<file path="config.mk">
export PLATFORM = sky130hd
export DESIGN_NAME = nn_job_scheduler
export DESIGN_NICKNAME = d
export VERILOG_FILES = /design/src/rtl/nn_job_scheduler.sv
export SDC_FILE = /design/constraint.sdc
export NUM_CORES = 1
export LEC_CHECK = 0
export CAP_MARGIN = 15
export CORE_ASPECT_RATIO = 0.6
export CORE_MARGIN = 2
export CORE_UTILIZATION = 51
export CTS_CLUSTER_SIZE = 30
export DETAILED_ROUTE_END_ITERATION = 12
export PLACE_DENSITY = 0.83
export SLEW_MARGIN = 15
export SYNTH_ARGS = -nofsm -noshare
export SYNTH_HDL_FRONTEND = slang
export SYNTH_SLANG_ARGS = --single-unit
</file>
<file path="constraint.sdc">
create_clock -name ACLK -period 14.6 [get_ports ACLK]
set_input_delay 2.19 -clock ACLK [delete_from_list [all_inputs] [get_ports ACLK]]
set_output_delay 2.19 -clock ACLK [all_outputs]
set_load 0.01 [all_outputs]
</file>
<file path="src/rtl/nn_job_scheduler.sv">
// nn_job_scheduler: runs one inference job at a time, RX frame buffer -> loader -> NN -> TX reply.
// Optional NN watchdog (abort + timeout counter) is built only when NN_JOB_WATCHDOG_EN is defined.

module nn_job_scheduler #(
  parameter int RESULT_W       = 8,
  parameter int TIMEOUT_CYCLES = 65535
) (
  input  logic                ACLK,
  input  logic                ARESET,
  input  logic                FRAME_READY,
  input  logic [0:31]         SRC_IP_ADDRESS_IP,
  input  logic [0:47]         SRC_MAC_ADDRESS_IP,
  input  logic [0:15]         SRC_UDP_PORT_IP,
  output logic                RX_BUSY,
  output logic                LOAD_START,
  input  logic                LOAD_DONE,
  output logic                NN_START,
  input  logic                NN_DONE,
  input  logic [RESULT_W-1:0] NN_RESULT,
  output logic                NN_ABORT,
  output logic                TX_VALID,
  input  logic                TX_READY,
  output logic [RESULT_W-1:0] TX_RESULT,
  output logic [0:31]         SRC_IP_ADDRESS_NN,
  output logic [0:47]         SRC_MAC_ADDRESS_NN,
  output logic [0:15]         SRC_UDP_PORT_NN,
  output logic [15:0]         DROP_COUNT,
  output logic [7:0]          TIMEOUT_COUNT
);

  typedef enum logic [1:0] {
    S_IDLE  = 2'd0,
    S_LOAD  = 2'd1,
    S_INFER = 2'd2,
    S_SEND  = 2'd3
  } state_t;

  state_t r_state;
  state_t r_prev_state;
  state_t w_next_state;

  logic                r_pend_valid;
  logic [0:31]         r_pend_ip;
  logic [0:47]         r_pend_mac;
  logic [0:15]         r_pend_port;
  logic [0:31]         r_ip_nn;
  logic [0:47]         r_mac_nn;
  logic [0:15]         r_port_nn;
  logic [RESULT_W-1:0] r_tx_result;
  logic [15:0]         r_drop_count;

  logic w_frame_accept;
  logic w_frame_drop;
  logic w_start_job;
  logic w_wd_expire;

  assign w_start_job    = (r_state == S_IDLE) && r_pend_valid;
  assign w_frame_accept = FRAME_READY && !RX_BUSY;
  assign w_frame_drop   = FRAME_READY && RX_BUSY;

`ifdef NN_JOB_WATCHDOG_EN
  logic [31:0] r_wd_cnt;
  logic [7:0]  r_timeout_count;

  // NN_DONE on the expiry cycle wins, so it masks the abort.
  assign w_wd_expire = (r_state == S_INFER) && !NN_DONE && (r_wd_cnt == 32'(TIMEOUT_CYCLES));

  always_ff @(posedge ACLK or posedge ARESET) begin
    if (ARESET) begin
      r_wd_cnt        <= '0;
      r_timeout_count <= '0;
    end else begin
      if ((r_state == S_LOAD) && LOAD_DONE) begin
        r_wd_cnt <= '0;
      end else if (r_state == S_INFER) begin
        r_wd_cnt <= r_wd_cnt + 32'd1;
      end
      if (w_wd_expire && (r_timeout_count != 8'hFF)) begin
        r_timeout_count <= r_timeout_count + 8'd1;
      end
    end
  end

  assign NN_ABORT      = w_wd_expire;
  assign TIMEOUT_COUNT = r_timeout_count;
`else
  assign w_wd_expire   = 1'b0;
  assign NN_ABORT      = 1'b0;
  assign TIMEOUT_COUNT = '0;
`endif

  // NOTE: sequential state uses non-blocking (<=) so every register samples pre-edge values;
  // blocking assignments here would make results depend on statement order.
  always_ff @(posedge ACLK or posedge ARESET) begin
    if (ARESET) begin
      r_state      <= S_IDLE;
      r_prev_state <= S_IDLE;
    end else begin
      r_state      <= w_next_state;
      r_prev_state <= r_state;
    end
  end

  always_comb begin
    // NOTE: default assignment first so every path drives w_next_state and no latch is inferred.
    w_next_state = r_state;
    case (r_state)
      S_IDLE:  if (r_pend_valid) w_next_state = S_LOAD;
      S_LOAD:  if (LOAD_DONE)    w_next_state = S_INFER;
      S_INFER: begin
        if (NN_DONE)          w_next_state = S_SEND;
        else if (w_wd_expire) w_next_state = S_IDLE;
      end
      S_SEND:  if (TX_READY)     w_next_state = S_IDLE;
      default: w_next_state = S_IDLE;
    endcase
  end

  // Start pulses fire only on the first cycle of their state, detected via the previous state.
  always_comb begin
    RX_BUSY    = r_pend_valid || (r_state == S_LOAD);
    LOAD_START = (r_state == S_LOAD)  && (r_prev_state != S_LOAD);
    NN_START   = (r_state == S_INFER) && (r_prev_state != S_INFER);
    TX_VALID   = (r_state == S_SEND);
  end

  always_ff @(posedge ACLK or posedge ARESET) begin
    if (ARESET) begin
      r_pend_valid <= 1'b0;
      r_pend_ip    <= '0;
      r_pend_mac   <= '0;
      r_pend_port  <= '0;
      r_ip_nn      <= '0;
      r_mac_nn     <= '0;
      r_port_nn    <= '0;
      r_tx_result  <= '0;
      r_drop_count <= '0;
    end else begin
      if (w_frame_accept) begin
        r_pend_valid <= 1'b1;
        r_pend_ip    <= SRC_IP_ADDRESS_IP;
        r_pend_mac   <= SRC_MAC_ADDRESS_IP;
        r_pend_port  <= SRC_UDP_PORT_IP;
      end else if (w_start_job) begin
        r_pend_valid <= 1'b0;
      end

      if (w_start_job) begin
        r_ip_nn   <= r_pend_ip;
        r_mac_nn  <= r_pend_mac;
        r_port_nn <= r_pend_port;
      end

      if ((r_state == S_INFER) && NN_DONE) begin
        r_tx_result <= NN_RESULT;
      end

      if (w_frame_drop && (r_drop_count != 16'hFFFF)) begin
        r_drop_count <= r_drop_count + 16'd1;
      end
    end
  end

  assign TX_RESULT          = r_tx_result;
  assign SRC_IP_ADDRESS_NN  = r_ip_nn;
  assign SRC_MAC_ADDRESS_NN = r_mac_nn;
  assign SRC_UDP_PORT_NN    = r_port_nn;
  assign DROP_COUNT         = r_drop_count;

endmodule

</file>
==> results.cfg, run 1 <==
[floorplan]
die_y_um = 104.1
rows = 36
core-area_mm2 = 0.01626
dieWidth_um = 170.8
fp.dieArea_mm2 = 0.01777
io_pins = 243
start_util_pct = 52.34

[clock_tree]
post_cts_buffers = 0
clk_path_buf_depth = 3
cts-buffers-inserted = 21
cts_tree = done
hold_buffers = 0
cts_resized = 0
clkSlewWorstSetupHoldPaths_ns = 0.06
root_buffer = clkbuf_16
clock_latency_ns = 0.48
cts_max_level = 1
clock-sinks = 221

[setup_path]
crit_fanout = 4
crit_required_ns = 12.41
r2r_slack_ns = 11.61
worstPathCellList = inv_1 -> ha_1 -> a21boi_0 -> clkdlybuf4s50_1
critical_path.reg2reg.endpoint = r_pend_port[9]
cp-end-kind = primary output
cp_data_arrival_time_ns = 2.16
setup.worst_path.start_class = flop
slowest_delay_ns = 0.60
reg2regPathDepth = 7
reg2reg_from = r_state[1]
worstSetupPathType = reg -> out
crit_slowest_cell = clkdlybuf4s50_1

[finish]
final-seq-area_mm2 = 0.005530
multi_input_area_mm2 = 0.002818
syn_to_final_growth_pct = 38.15
final_nets = 885
final_layout_size_suffix_gt1_share_pct = 31.93
design_area_mm2 = 0.01176
fin_util_pct = 72.31
fill_cells = 1038

[grt]
grt_use_met3_pct = 9.399
gr-usage-all-layers_pct = 21.65
grt_first_pass_wirelength_um = 30280
top_usage_layer = met2
antenna_found_initial = 3
grt_pass1_vias = 5641
grt_util_met2_pct = 33.05
grt_max_degree = 139
grt_overflow = 0
grt_use_met1_pct = 28.98

[min_path]
hold_class = reg -> reg
hold_depth = 0
hold_start = r_state[0]
holdPathEnd = r_prev_state[0]

[power_and_ir_drop]
p_leak_uw = 0.005025
totalPowerFinal_uw = 2644
peakVddDrop_uv = 131.1
power.density_mw_per_mm2 = 224.9

[routing]
via_per_inst = 5.077
wl_um = 18690
wl_per_cell_um = 18.47
drc_errors = 0
num_vias = 5138
drt_pass1_iterations = 4
drt_iter0_markers = 239
ant_nets = 0

[sta]
skew_ns = 0.006188
hold_viol = 0
fin_setup_tns_ns = 0
setup_viol = 0
rsz0062_at_grt = false
maxSlewHeadroom_pct = 35.79
fin_crit_sh_pct = 29.76
period_needed_ns = 4.345
whs_ns = 0.4556
max_freq_ghz = 0.2301
tightest_slew_ns = 0.9632
maxSlewViolCount = 0

[logic_synthesis]
ys_ff_latch = 221
syn_area_mm2 = 0.008511
ys_top_cells_by_area = dfrtp_1 (65%), mux2_2 (27%), ha_1 (0.88%)
yosys_warnings = 0
ys_types = 34
synth_largest_area_cell = dfrtp_1
postSynthCellCount = 530
seq_area_frac_synth_pct = 64.98
synth_top_area_share_pct = 64.98
avgSynthCellArea_um2 = 16.06

[placement]
hpwl_um = 12960
placed_cell_area_mm2 = 0.01104
port_buffers = 233
place_congestion = 0.8203

[outcome]
status = finished, final reports clean

[flow_run]
cap_violations = 0
## report_power, final
part           switching (µW)  leakage [µW]  internal (µW)  total, µW
Clock                     223      0.000352            316        539
Sequential                170       0.00264            918       1090
Combinational             380       0.00203            636       1020
Total                     773       0.00503           1870       2640
## worst max path at each step
stage,startpoint,end,slack (ns),cells past startpoint
after floorplan,ARESET,DROP_COUNT[0],6.36,1
after global placement,FRAME_READY,r_pend_port[12],10.01,6
after detailed placement,FRAME_READY,r_pend_port[9],9.97,6
after CTS,r_state[0],NN_START,10.23,4
after global routing,r_state[0],NN_START,10.19,4
final,r_state[0],NN_START,10.25,4
## per-stage QoR
step	cells	setup WS (ns)
after floorplan	538	6.361
after global placement	973	10.01
after detailed placement	973	9.973
after CTS	1010	10.23
after global routing	1011	10.19
final	1012	10.25
## state kept, by name, indices dropped and copies added (netlist names)
name,cells
r_prev_state,2
TX_RESULT,8
SRC_IP_ADDRESS_NN,32
r_pend_mac,48
r_pend_ip,32
r_pend_port,16
r_state,2
SRC_UDP_PORT_NN,16
r_pend_valid,1
DROP_COUNT,16
SRC_MAC_ADDRESS_NN,48
## final cells by class
class | instances | share of cell area [%]
Sequential cell | 221 | 47.04
Tap cell | 228 | 2.426
Clock inverter | 8 | 0.5534
Antenna cell | 1 | 0.02128
Timing Repair Buffer | 238 | 20.33
Clock buffer | 29 | 5.321
Inverter | 9 | 0.3512
Multi-Input combinational cell | 278 | 23.97
## kinds of logic (layout without fill, tap and decap cells)
| group | Yosys count | after routing | synth area share, % |
|---|---|---|---|
| AOI/OAI and AO/OA | 8 | 8 | 0.6470 |
| other | 1 | 10 | 0.04406 |
| DFF | 221 | 221 | 64.98 |
| xor gates and xnor gates | 14 | 14 | 1.441 |
| buffers and inverters | 39 | 284 | 2.411 |
| adders and majority gates | 6 | 6 | 0.8821 |
| and+or+nand+nor | 38 | 38 | 2.705 |
| muxes | 203 | 203 | 26.89 |
## worst max-delay path: cells and delay by family (launching register included)
kind,cells,cell delay (ns)
DFF,1,0.42
AOI/OAI and AO/OA,1,0.27
buffers and inverters,2,0.74
adders and majority gates,1,0.25
## layout by cell type (no fill, tap or decap), drive strengths merged, types with 2 or more instances in the layout
cell type	instances
nor3	3
buf	5
o21a	2
dfrtp	221
inv	9
nand3	5
clkdlybuf4s50	233
nor2	4
clkbuf	29
conb	9
xor2	8
clkinv	7
mux2	202
and3	2
xnor2	6
nand4	7
nand2	6
a21oi	2
ha	6
nor4	5
## layer usage
metal  share of wire (%)  vias up
met2                  45      181
met4                 1.5        0
met1                  43     2611
met5                   0        -
met3                  10       22
li1                    -     2324
## Yosys cell counts, drive strengths merged
master  instances
or4             1
dfrtp         221
nor3b           1
a21boi          1
and3            2
a21oi           2
a221oi          1
inv             9
o22ai           1
nand3b          1
nand3           5
a21o            1
mux2i           1
and2            1
mux2          202
xor2            8
buf            30
ha              6
xnor2           6
o21a            2
nor2            4
or2             1
nand4           7
nor4b           1
nor3            3
nand2           6
nor4            5
conb            1
Note: power is estimated with default switching activity, not from simulation.
==> inputs of run 2 (changes only) <==
--- a/config.mk
+++ b/config.mk
@@ -8,10 +8,10 @@
 export CAP_MARGIN = 15
 export CORE_ASPECT_RATIO = 0.6
 export CORE_MARGIN = 2
-export CORE_UTILIZATION = 51
+export CORE_UTILIZATION = 43
 export CTS_CLUSTER_SIZE = 30
 export DETAILED_ROUTE_END_ITERATION = 12
-export PLACE_DENSITY = 0.83
+export PLACE_DENSITY = 0.74
 export SLEW_MARGIN = 15
 export SYNTH_ARGS = -nofsm -noshare
 export SYNTH_HDL_FRONTEND = slang
==> constraint.sdc (replaced) <==
create_clock -name ACLK -period 3.8 [get_ports ACLK]
set_input_delay 0.57 -clock ACLK [delete_from_list [all_inputs] [get_ports ACLK]]
set_output_delay 0.57 -clock ACLK [all_outputs]
set_load 0.01 [all_outputs]
==> run 2 against run 1 <==
Largest cell class unchanged. Highest routed layer is now met5. Critical path depth did not move. Flip-flop and latch count did not move. Clock power rose to 4.1 times the previous value. First-iteration DRC count fell by 24%. Worst hold slack got worse by 0.015 ns. Power rose to 3.9 times the previous value. Count of clock-buffer cells in the layout rose by 2. Sequential share of layout area fell by 0.83 points.
==> results.cfg, run 2 (synthesized netlist as in run 1, its figures left out) <==
[routing]
drt_pass1_iterations = 5
wl_per_cell_um = 17.86
via_per_inst = 4.884
num_vias = 5162
wl_um = 18880
ant_nets = 0
drc_errors = 0
drt_iter0_markers = 182

[finish]
n_antenna_cell = 0
final_common_cell = clkdlybuf4s50_1
final_cells = 1057
syn_to_final_growth_pct = 40.64
layout_common_cells = clkdlybuf4s50_1 (233), dfrtp_1 (221), mux2_2 (201), clkbuf_16 (23), conb_1 (9)
final_layout_size_suffix_gt1_share_pct = 32.62
final_nets = 894
fin_util_pct = 62.25

[grt]
grt_first_pass_wirelength_um = 30240
grt_max_degree = 80
grt_overflow = 0
antenna_found_initial = 2
grt_pass1_vias = 5629
gr-usage-all-layers_pct = 18.24

[setup_path]
setup.worst_path.start_class = flop
cp_data_arrival_time_ns = 2.13
cp-end-kind = primary output
worstSetupPathType = reg -> out
crit_required_ns = 3.23
crit_fanout = 5

[clock_tree]
post_cts_buffers = 0
cts_tree = done
clkSlewWorstSetupHoldPaths_ns = 0.06
cts_resized = 0
clk_path_buf_depth = 3
hold_buffers = 0
clock_latency_ns = 0.49
clock-sinks = 221
cts_max_level = 1
root_buffer = clkbuf_16
cts-buffers-inserted = 22

[sta]
maxSlewViolCount = 0
period_needed_ns = 2.696
hold_viol = 0
skew_ns = 0.01386
max_freq_ghz = 0.3710
setup_viol = 0
maxSlewHeadroom_pct = 34.80
whs_ns = 0.4405
fin_crit_sh_pct = 70.93
fin_setup_tns_ns = 0
layout_setup_ws_ns = 1.104
rsz0062_at_grt = false
tightest_slew_ns = 0.9759

[placement]
port_buffers = 233
place_congestion = 0.7864
place_inst = 1020
pre_cts_ws_ns = 1.537
hpwl_um = 13220

[floorplan]
io_pins = 243
fp.dieArea_mm2 = 0.02097
core-area_mm2 = 0.01923
dieWidth_um = 185.6
start_util_pct = 44.27
die_y_um = 113.0
rows = 39

[power_and_ir_drop]
peakVddDrop_uv = 506.7
p_leak_uw = 0.005096
power.density_mw_per_mm2 = 862.2

[outcome]
status = finished, final reports clean

[min_path]
hold_class = reg -> reg

[flow_run]
cap_violations = 0
## run 2: changes by cell type in the layout (fill, tap and decap cells not counted), sizes merged
cell      change
buf           +8
clkbuf        +2
bufinv        +1
inv           -1
clkinvlp      +2
diode         -1
clkinv        -4
## run 2: worst paths after layout
path	end	from	cells after the start	slack (ns)
max reg2reg	SRC_IP_ADDRESS_NN[16]	r_state[1]	5	1.58
max	RX_BUSY	r_state[1]	4	1.10
min	r_prev_state[0]	r_state[0]	0	0.44
max in group asynchronous	SRC_UDP_PORT_NN[12]	ARESET	3	2.39
min reg2reg	r_prev_state[0]	r_state[0]	0	0.44
min in group asynchronous	SRC_IP_ADDRESS_NN[9]	ARESET	2	0.62
## run 2: where the power goes
group          total [µW]  switching (µW)  internal [µW]  leakage [µW]
Sequential           4160             629           3530       0.00264
Combinational        3930            1460           2470       0.00208
Clock                2230             868           1370      0.000375
## run 2: routing by layer
| metal | track usage (%) | wire length (µm) |
|---|---|---|
| met5 | 0 | 27 |
| met4 | 3.727 | 338 |
| met3 | 8.175 | 2068 |
| met2 | 28.33 | 8301 |
| met1 | 23.82 | 8142 |
## run 2: per-stage QoR
| step | area [µm²] | total power [µW] |
|---|---|---|
| final | 11970 | 10320 |
| after global routing | 11970 | 10940 |
| after CTS | 11970 | 10470 |
| after detailed placement | 11210 | 8178 |
| after global placement | 11210 | 7974 |
| after floorplan | 8544 | 6234 |
## run 2: critical path: stages, from the launching register on
cell	delay (ns)
dfrtp_1	0.42
inv_1	0.10
ha_1	0.24
or2_2	0.34
clkdlybuf4s50_1	0.53
## run 2: area by class of cell
| class | count | area, µm² |
|---|---|---|
| timing repair buffer | 246 | 2492 |
| tap | 266 | 332.8 |
| fill | 1427 | 7257 |
| multi-input combinational | 278 | 2818 |
| clock buffer | 31 | 675.6 |
| sequential | 221 | 5530 |
| clock inverter | 6 | 82.58 |
| inverter | 9 | 37.54 |
==> inputs of run 3 (changes only) <==
==> constraint.sdc (replaced) <==
create_clock -name ACLK -period 2.35 [get_ports ACLK]
set_input_delay 0.3525 -clock ACLK [delete_from_list [all_inputs] [get_ports ACLK]]
set_output_delay 0.3525 -clock ACLK [all_outputs]
set_load 0.01 [all_outputs]
==> run 3 against run 2 <==
Worst hold slack lost 0.27 ns. Power is 59% higher. Sequential power rose by 62%. Cell count down 0.47%. Routed wire length down 1.5%. Combinational power up 62%. Clock power is 48% higher. Critical path depth unchanged. Non-clock buffer count is 3 lower. Largest cell class unchanged.
==> results.cfg, run 3 (synthesized netlist as in run 1, its figures left out) <==
[outcome]
status = finished, final reports clean

[routing]
via_per_inst = 4.908
wl_um = 18590
ant_nets = 0
met1_length_um = 7982
dr.max_layer_used = met5
wl_met3_um = 2057
num_vias = 5163
wl_per_cell_um = 17.67
drc_errors = 0
wl_met2_um = 8144
drt_iter0_markers = 220
drt_pass1_iterations = 4

[setup_path]
crit_fanout = 5
cp_data_arrival_time_ns = 1.85
reg2regPathDepth = 6
setup.worst_path.start_class = flop
worstSetupPathType = reg -> out
crit_required_ns = 2.00
cp-end-kind = primary output

[power_and_ir_drop]
power.density_mw_per_mm2 = 1382
clkPwrFrac_pct = 20.2
peakVddDrop_uv = 694.6
p_leak_uw = 0.005066
pwr-share-comb_pct = 38.8
p_int_uw = 11650
sw_frac_of_total_pct = 29.01
p_seq_share_pct = 41.0
p_switching_uw = 4758

[finish]
n_antenna_cell = 0
final_cells = 1052
layout_common_cells = clkdlybuf4s50_1 (230), dfrtp_1 (221), mux2_2 (201), clkbuf_16 (21), conb_1 (9)
syn_to_final_growth_pct = 39.50
fin_util_pct = 61.75
final_nets = 890
final_layout_size_suffix_gt1_share_pct = 32.06
final_common_cell = clkdlybuf4s50_1
fill_cells = 1446

[floorplan]
die_y_um = 113.0
core-area_mm2 = 0.01923
start_util_pct = 44.27
dieWidth_um = 185.6
fp.dieArea_mm2 = 0.02097
rows = 39
io_pins = 243

[grt]
antenna_found_initial = 1
grt_max_degree = 83
grt_overflow = 0
grt_pass1_vias = 5576
grt_first_pass_wirelength_um = 29730
gr-usage-all-layers_pct = 17.95

[clock_tree]
cts-buffers-inserted = 21
cts_tree = done
root_buffer = clkbuf_16
clk_path_buf_depth = 3
cts_max_level = 1
clkSlewWorstSetupHoldPaths_ns = 0.06
clock-sinks = 221
clock_latency_ns = 0.49

[sta]
fin_setup_tns_ns = 0
skew_ns = 0.01057
layout_setup_ws_ns = 0.1436
fin_crit_sh_pct = 93.89
rsz0062_at_grt = false
maxSlewViolCount = 0
setup_viol = 0
max_freq_ghz = 0.4532
hold_viol = 0
period_needed_ns = 2.206

[placement]
place_congestion = 0.7849
place_inst = 1017
hpwl_um = 13010
port_buffers = 233
pre_cts_ws_ns = 0.2676

[flow_run]
cap_violations = 0

[min_path]
hold_class = in -> async
## run 3: final cells by class
cell class,instances,area [µm²],share of cell area (%)
Timing Repair Buffer,243,2482,20.91
Clock buffer,30,619.3,5.217
Tap cell,266,332.8,2.803
Multi-Input combinational cell,278,2820,23.75
Sequential cell,221,5530,46.58
Clock inverter,5,50.05,0.4215
Inverter,9,37.54,0.3162
## run 3: power by group through the flow
stage / registers [µW] / logic [µW] / clock network (µW)
2_1_floorplan: 7000 / 3080 / 0
3_3_place_gp: 6630 / 6290 / 0
3_5_place_dp: 6790 / 6450 / 0
4_1_cts: 6750 / 6480 / 3410
5_1_grt: 6970 / 6830 / 3570
6_report: 6720 / 6370 / 3310
## run 3: worst max-delay path, cell delays in order (launching register included)
cell and delay, ns:
dfrtp_1 0.40, inv_1 0.10, ha_2 0.21, or2_2 0.33, dlygate4sd2_1 0.32
## run 3: per-stage QoR
| step | total power (µW) | hold WS, ns | instance area, µm² |
|---|---|---|---|
| final | 16400 | 0.1719 | 11870 |
| after detailed placement | 13230 | 0.4461 | 11200 |
| after global routing | 17380 | 0.1793 | 11870 |
| after floorplan | 10080 | 0.4051 | 8544 |
| after CTS | 16630 | 0.1605 | 11870 |
| after global placement | 12910 | 0.4180 | 11200 |
## run 3: what timing repair did
action / in CTS / in global routing
endpoints found under the setup margin: 2 / 1
hold buffers: 0 / 0
buffers inserted: 0 / 0
hold endpoints to repair: 0 / 0
gates resized for setup: 3 / 2
pin swaps: 0 / 0
## run 3: worst paths after layout
kind                             from                    to  slack, ns
setup / recovery           r_state[1]               RX_BUSY       0.14
setup reg to reg           r_state[1]        r_pend_mac[24]       0.32
max in group asynchronous      ARESET        r_pend_port[2]       1.45
min in group ACLK          r_state[0]       r_prev_state[0]       0.45
hold reg to reg            r_state[0]       r_prev_state[0]       0.45
hold / removal                 ARESET  SRC_IP_ADDRESS_NN[9]       0.17
## run 3: layer usage
| metal | track usage, % | vias up |
|---|---|---|
| met1 | 23.65 | 2613 |
| li1 | - | 2336 |
| met5 | 0 | - |
| met3 | 7.853 | 31 |
| met2 | 27.71 | 181 |
| met4 | 3.885 | 2 |
==> edit 1: new RTL, flow settings as in run 3 <==
The parameter `RESULT_W` goes from 8 to 12.
--- a/src/rtl/nn_job_scheduler.sv
+++ b/src/rtl/nn_job_scheduler.sv
@@ -3,5 +3,5 @@
 
 module nn_job_scheduler #(
-  parameter int RESULT_W       = 8,
+  parameter int RESULT_W       = 12,
   parameter int TIMEOUT_CYCLES = 65535
 ) (
Interface: changed (resized NN_RESULT and TX_RESULT); port bits go from 243 to 251. No check against the original RTL was run, so the function may have changed too.
==> edit 1 against run 3 <==
  * Sequential power is 2% higher
  * First-iteration DRC count is 33% lower
  * Worst setup slack worse by 0.054 ns
  * Synthesized area is 2.2% higher
  * Cell area is 4.0% higher
  * Wire length is 5.2% higher
  * Sequential cell count is 4 higher
  * Critical endpoint is now LOAD_START
  * Total power is 4.7% higher
  * Clock skew is 0.0022 ns lower
  * Clock power is 11% higher
  * Via count is 3.0% higher
==> edit 1: results <==
metrics = {
    "worst_setup_path": {
        "r2r_end": "r_pend_mac[35]$_DFFE_PP0P_",
        "crit_arrival_ns": 1.91,
        "crit_family": "buffers and inverters",
        "slowest_stage": "clkdlybuf4s50_1",
        "cpPeakStageDelay_ns": 0.54,
        "cp-endpoint": "LOAD_START",
        "r2r_setup_slack_ns": 0.29,
        "critPathLaunchType": "register",
    },
    "clock_tree": {
        "clkLatencyLatePin_ns": 0.50,
        "post_cts_buffers": 0,
        "post_cts_resized": 2,
        "htreeDepth": 1,
        "cts_made_buffers": 22,
        "root_buffer": "clkbuf_16",
    },
    "placed_design": {
        "placed_cell_area_mm2": 0.0116,
        "portBuffers": 241,
        "gp_congestion": 0.802,
        "dp_slack_ns": 0.266,
        "dp_hpwl_um": 13900,
    },
    "finish": {
        "fill_cells": 1507,
        "final_layout_size_suffix_gt1_share_pct": 33.0,
        "nets": 923,
    },
    "power": {
        "power.leakage_nw": 5.27,
        "p_seq_share_pct": 40.1,
        "switching_share_pct": 29.0,
        "pg_comb_mw": 6.60,
        "peakVddDrop_v": 0.000835,
        "power_leader": "sequential cells",
    },
    "routing": {
        "drtIter0Drc": 148,
        "viasPerCell": 4.87,
        "wl_per_cell_um": 17.9,
    },
    "global_routing": {
        "grt_usage_pct": 18.3,
        "antenna_found_initial": 1,
        "grt_pass1_wl_um": 31300,
        "first_global_vias": 5812,
        "grt_max_degree": 56,
    },
    "sta": {
        "fin_skew_ns": 0.00842,
        "setup_ws_ns": 0.0894,
        "finalSetupViolations": 0,
    },
    "synth": {
        "yosysSeqAreaShare_pct": 64.7,
        "ys_top_cells_by_count": "dfrtp_1, mux2_2, buf_4",
        "synth.distinct_cells": 38,
        "synthTopCellsByArea": "dfrtp_1, mux2_2, buf_4",
    },
    "outcome": {
        "outcome": "completed",
    },
}
## edit 1: changes by cell type in the layout (fill, tap and decap cells not counted), moves of 2 or more
| cell | delta |
|---|---|
| o21ai_0 | +2 |
| clkinvlp_4 | +2 |
| mux2_2 | +4 |
| inv_1 | +3 |
| clkdlybuf4s50_1 | +9 |
| clkbuf_16 | +2 |
| dfrtp_1 | +4 |
| buf_4 | +4 |
| nand4_1 | -2 |
| buf_12 | +3 |
| nor4_1 | -3 |
## edit 1: kinds of logic after synthesis
family	after synthesis	synth area share (%)
muxes	207	26.8
and+or+nand+nor	37	2.75
buffers and inverters	42	2.53
xor gates and xnor gates	13	1.31
DFF	225	64.7
AOI/OAI and AO/OA	12	0.935
adders and majority gates	6	0.863
other	1	0.0431
## edit 1: area by class of cell
| type | instances | area, µm² | share of cell area, % |
|---|---|---|---|
| Tap cell | 273 | 342 | 2.77 |
| Clock inverter | 8 | 98.8 | 0.801 |
| Timing Repair Buffer | 258 | 2650 | 21.5 |
| Multi-Input combinational cell | 284 | 2900 | 23.5 |
| Inverter | 12 | 48.8 | 0.395 |
| Clock buffer | 32 | 679 | 5.50 |
| Sequential cell | 225 | 5630 | 45.6 |
## edit 1: per-layer routing
metal,routed length (µm),part of all wire [%],GRT usage [%],up-vias
li1,-,-,-,2422
met1,8310,42,22.9,2713
met2,9030,46,29.8,165
met3,1920,9.8,8.12,20
met4,291,1.5,3.62,0
met5,0,0,0,-
## edit 1: stage by stage
step / power (mW) / std cells / hold WS, ns / TNS [ns]
CTS: 17.4 / 1092 / 0.333 / 0
finish: 17.2 / 1092 / 0.326 / 0
global route: 18.2 / 1092 / 0.348 / 0
detailed placement: 13.6 / 1052 / 0.445 / 0
floorplan: 10.3 / 551 / 0.405 / -211.62
global placement: 13.2 / 1052 / 0.418 / 0
==> edit 2: new RTL, settings of run 3 <==
Without the edit above. Encoding of `state_t`: now one-hot (4 bits for 4 states).
--- a/src/rtl/nn_job_scheduler.sv
+++ b/src/rtl/nn_job_scheduler.sv
@@ -29,9 +29,9 @@
 );
 
-  typedef enum logic [1:0] {
-    S_IDLE  = 2'd0,
-    S_LOAD  = 2'd1,
-    S_INFER = 2'd2,
-    S_SEND  = 2'd3
+  typedef enum logic [3:0] {
+    S_IDLE  = 4'b0001,
+    S_LOAD  = 4'b0010,
+    S_INFER = 4'b0100,
+    S_SEND  = 4'b1000
   } state_t;
 
Formal check against the unedited RTL: no difference found for any inputs over 4 cycles, from zero or initial values and one cycle with ARESET high; so few cycles prove little.
==> edit 2 against run 3 <==
  * Worst setup slack better by 0.035 ns
  * Synthesized area is 4.5% higher
  * Die area is 4.4% higher
  * Sequential share of layout area is 1.2 points lower
  * Non-clock buffer count is 12 higher
  * Final cell count is 4.1% higher
  * Wire length is 6.7% higher
  * Largest cell class unchanged
  * Critical endpoint unchanged
  * Total power is 5.9% higher
  * Sequential cell count is 4 higher
  * Count of clock-buffer cells in the layout is 3 higher
  * Cell area is 4.6% higher
  * Hold slack better by 0.15 ns
==> edit 2: results <==
metrics = {
    "placed_design": {
        "dp_slack_ns": 0.238,
        "dp_hpwl_um": 13700,
    },
    "global_routing": {
        "grt.met2_usage_pct": 27.1,
        "grt_max_degree": 87,
        "first_global_vias": 5701,
        "use_met1_pct": 24.7,
        "grt_pass1_wl_um": 31200,
        "antenna_found_initial": 0,
    },
    "routing": {
        "wl_um": 19800,
        "wl_met3_um": 1950,
        "drtIter0Drc": 315,
        "wl_per_cell_um": 18.1,
        "met2_length_um": 8690,
        "wirelength_met1_um": 8980,
    },
    "finish": {
        "clkCellAreaFrac_pct": 6.18,
        "multi_input_area_share_pct": 24.6,
        "final_layout_size_suffix_gt1_share_pct": 32.8,
        "clock_buffer_count": 33,
        "seqCellArea_mm2": 0.00564,
        "buffers": 255,
    },
    "synth": {
        "synth-compound-area-share_pct": 1.22,
        "synth-xor-area-share_pct": 1.38,
        "synthAdderAreaFrac_pct": 0.141,
        "synthMuxAreaShare_pct": 27.4,
        "synthTopCellsByArea": "dfrtp_1, mux2_2, mux2_4",
        "ys_top_cells_by_count": "dfrtp_1, mux2_2, mux2_4",
    },
    "outcome": {
        "outcome": "completed",
    },
    "worst_setup_path": {
        "slowest_stage": "dfstp_2",
        "crit_arrival_ns": 1.82,
        "worstPathMaxFanout": 14,
        "reg2reg_depth": 5,
    },
    "power": {
        "peakVddDrop_v": 0.000707,
        "power.leakage_nw": 5.38,
        "pwr_density_cell_mw_per_mm2": 1400,
    },
    "clock_tree": {
        "cts_made_buffers": 22,
    },
    "sta": {
        "fin_skew_ns": 0.00736,
    },
}
[edit 2: changes by cell type after synthesis, sizes merged, moves of 5 or more]
cell   change
nor2       +7
nor3       +6
xnor2      -6
xor2       +6
ha         -5
inv        -5
[edit 2: cell families (layout without fill, tap and decap cells)]
kind of cell	count (synthesis)	in the layout
buffers and inverters	39	298
multiplexers	203	203
AND/OR/NAND/NOR	57	57
AO/OA/AOI/OAI	15	15
other	1	9
adder cells (fa/ha/maj)	1	1
flip-flops	225	225
XOR/XNOR	14	14
[edit 2: what timing repair did]
item | CTS | global route
resized for setup | 8 | 0
buffers inserted | 6 | 0
setup endpoints to repair | 3 | 0
[edit 2: where the power goes]
part	switching [mW]	internal [mW]	leakage (nW)
Clock	1.43	2.23	0.382
Combinational	2.50	4.33	2.29
Sequential	1.09	5.80	2.70
Total	5.02	12.4	5.38
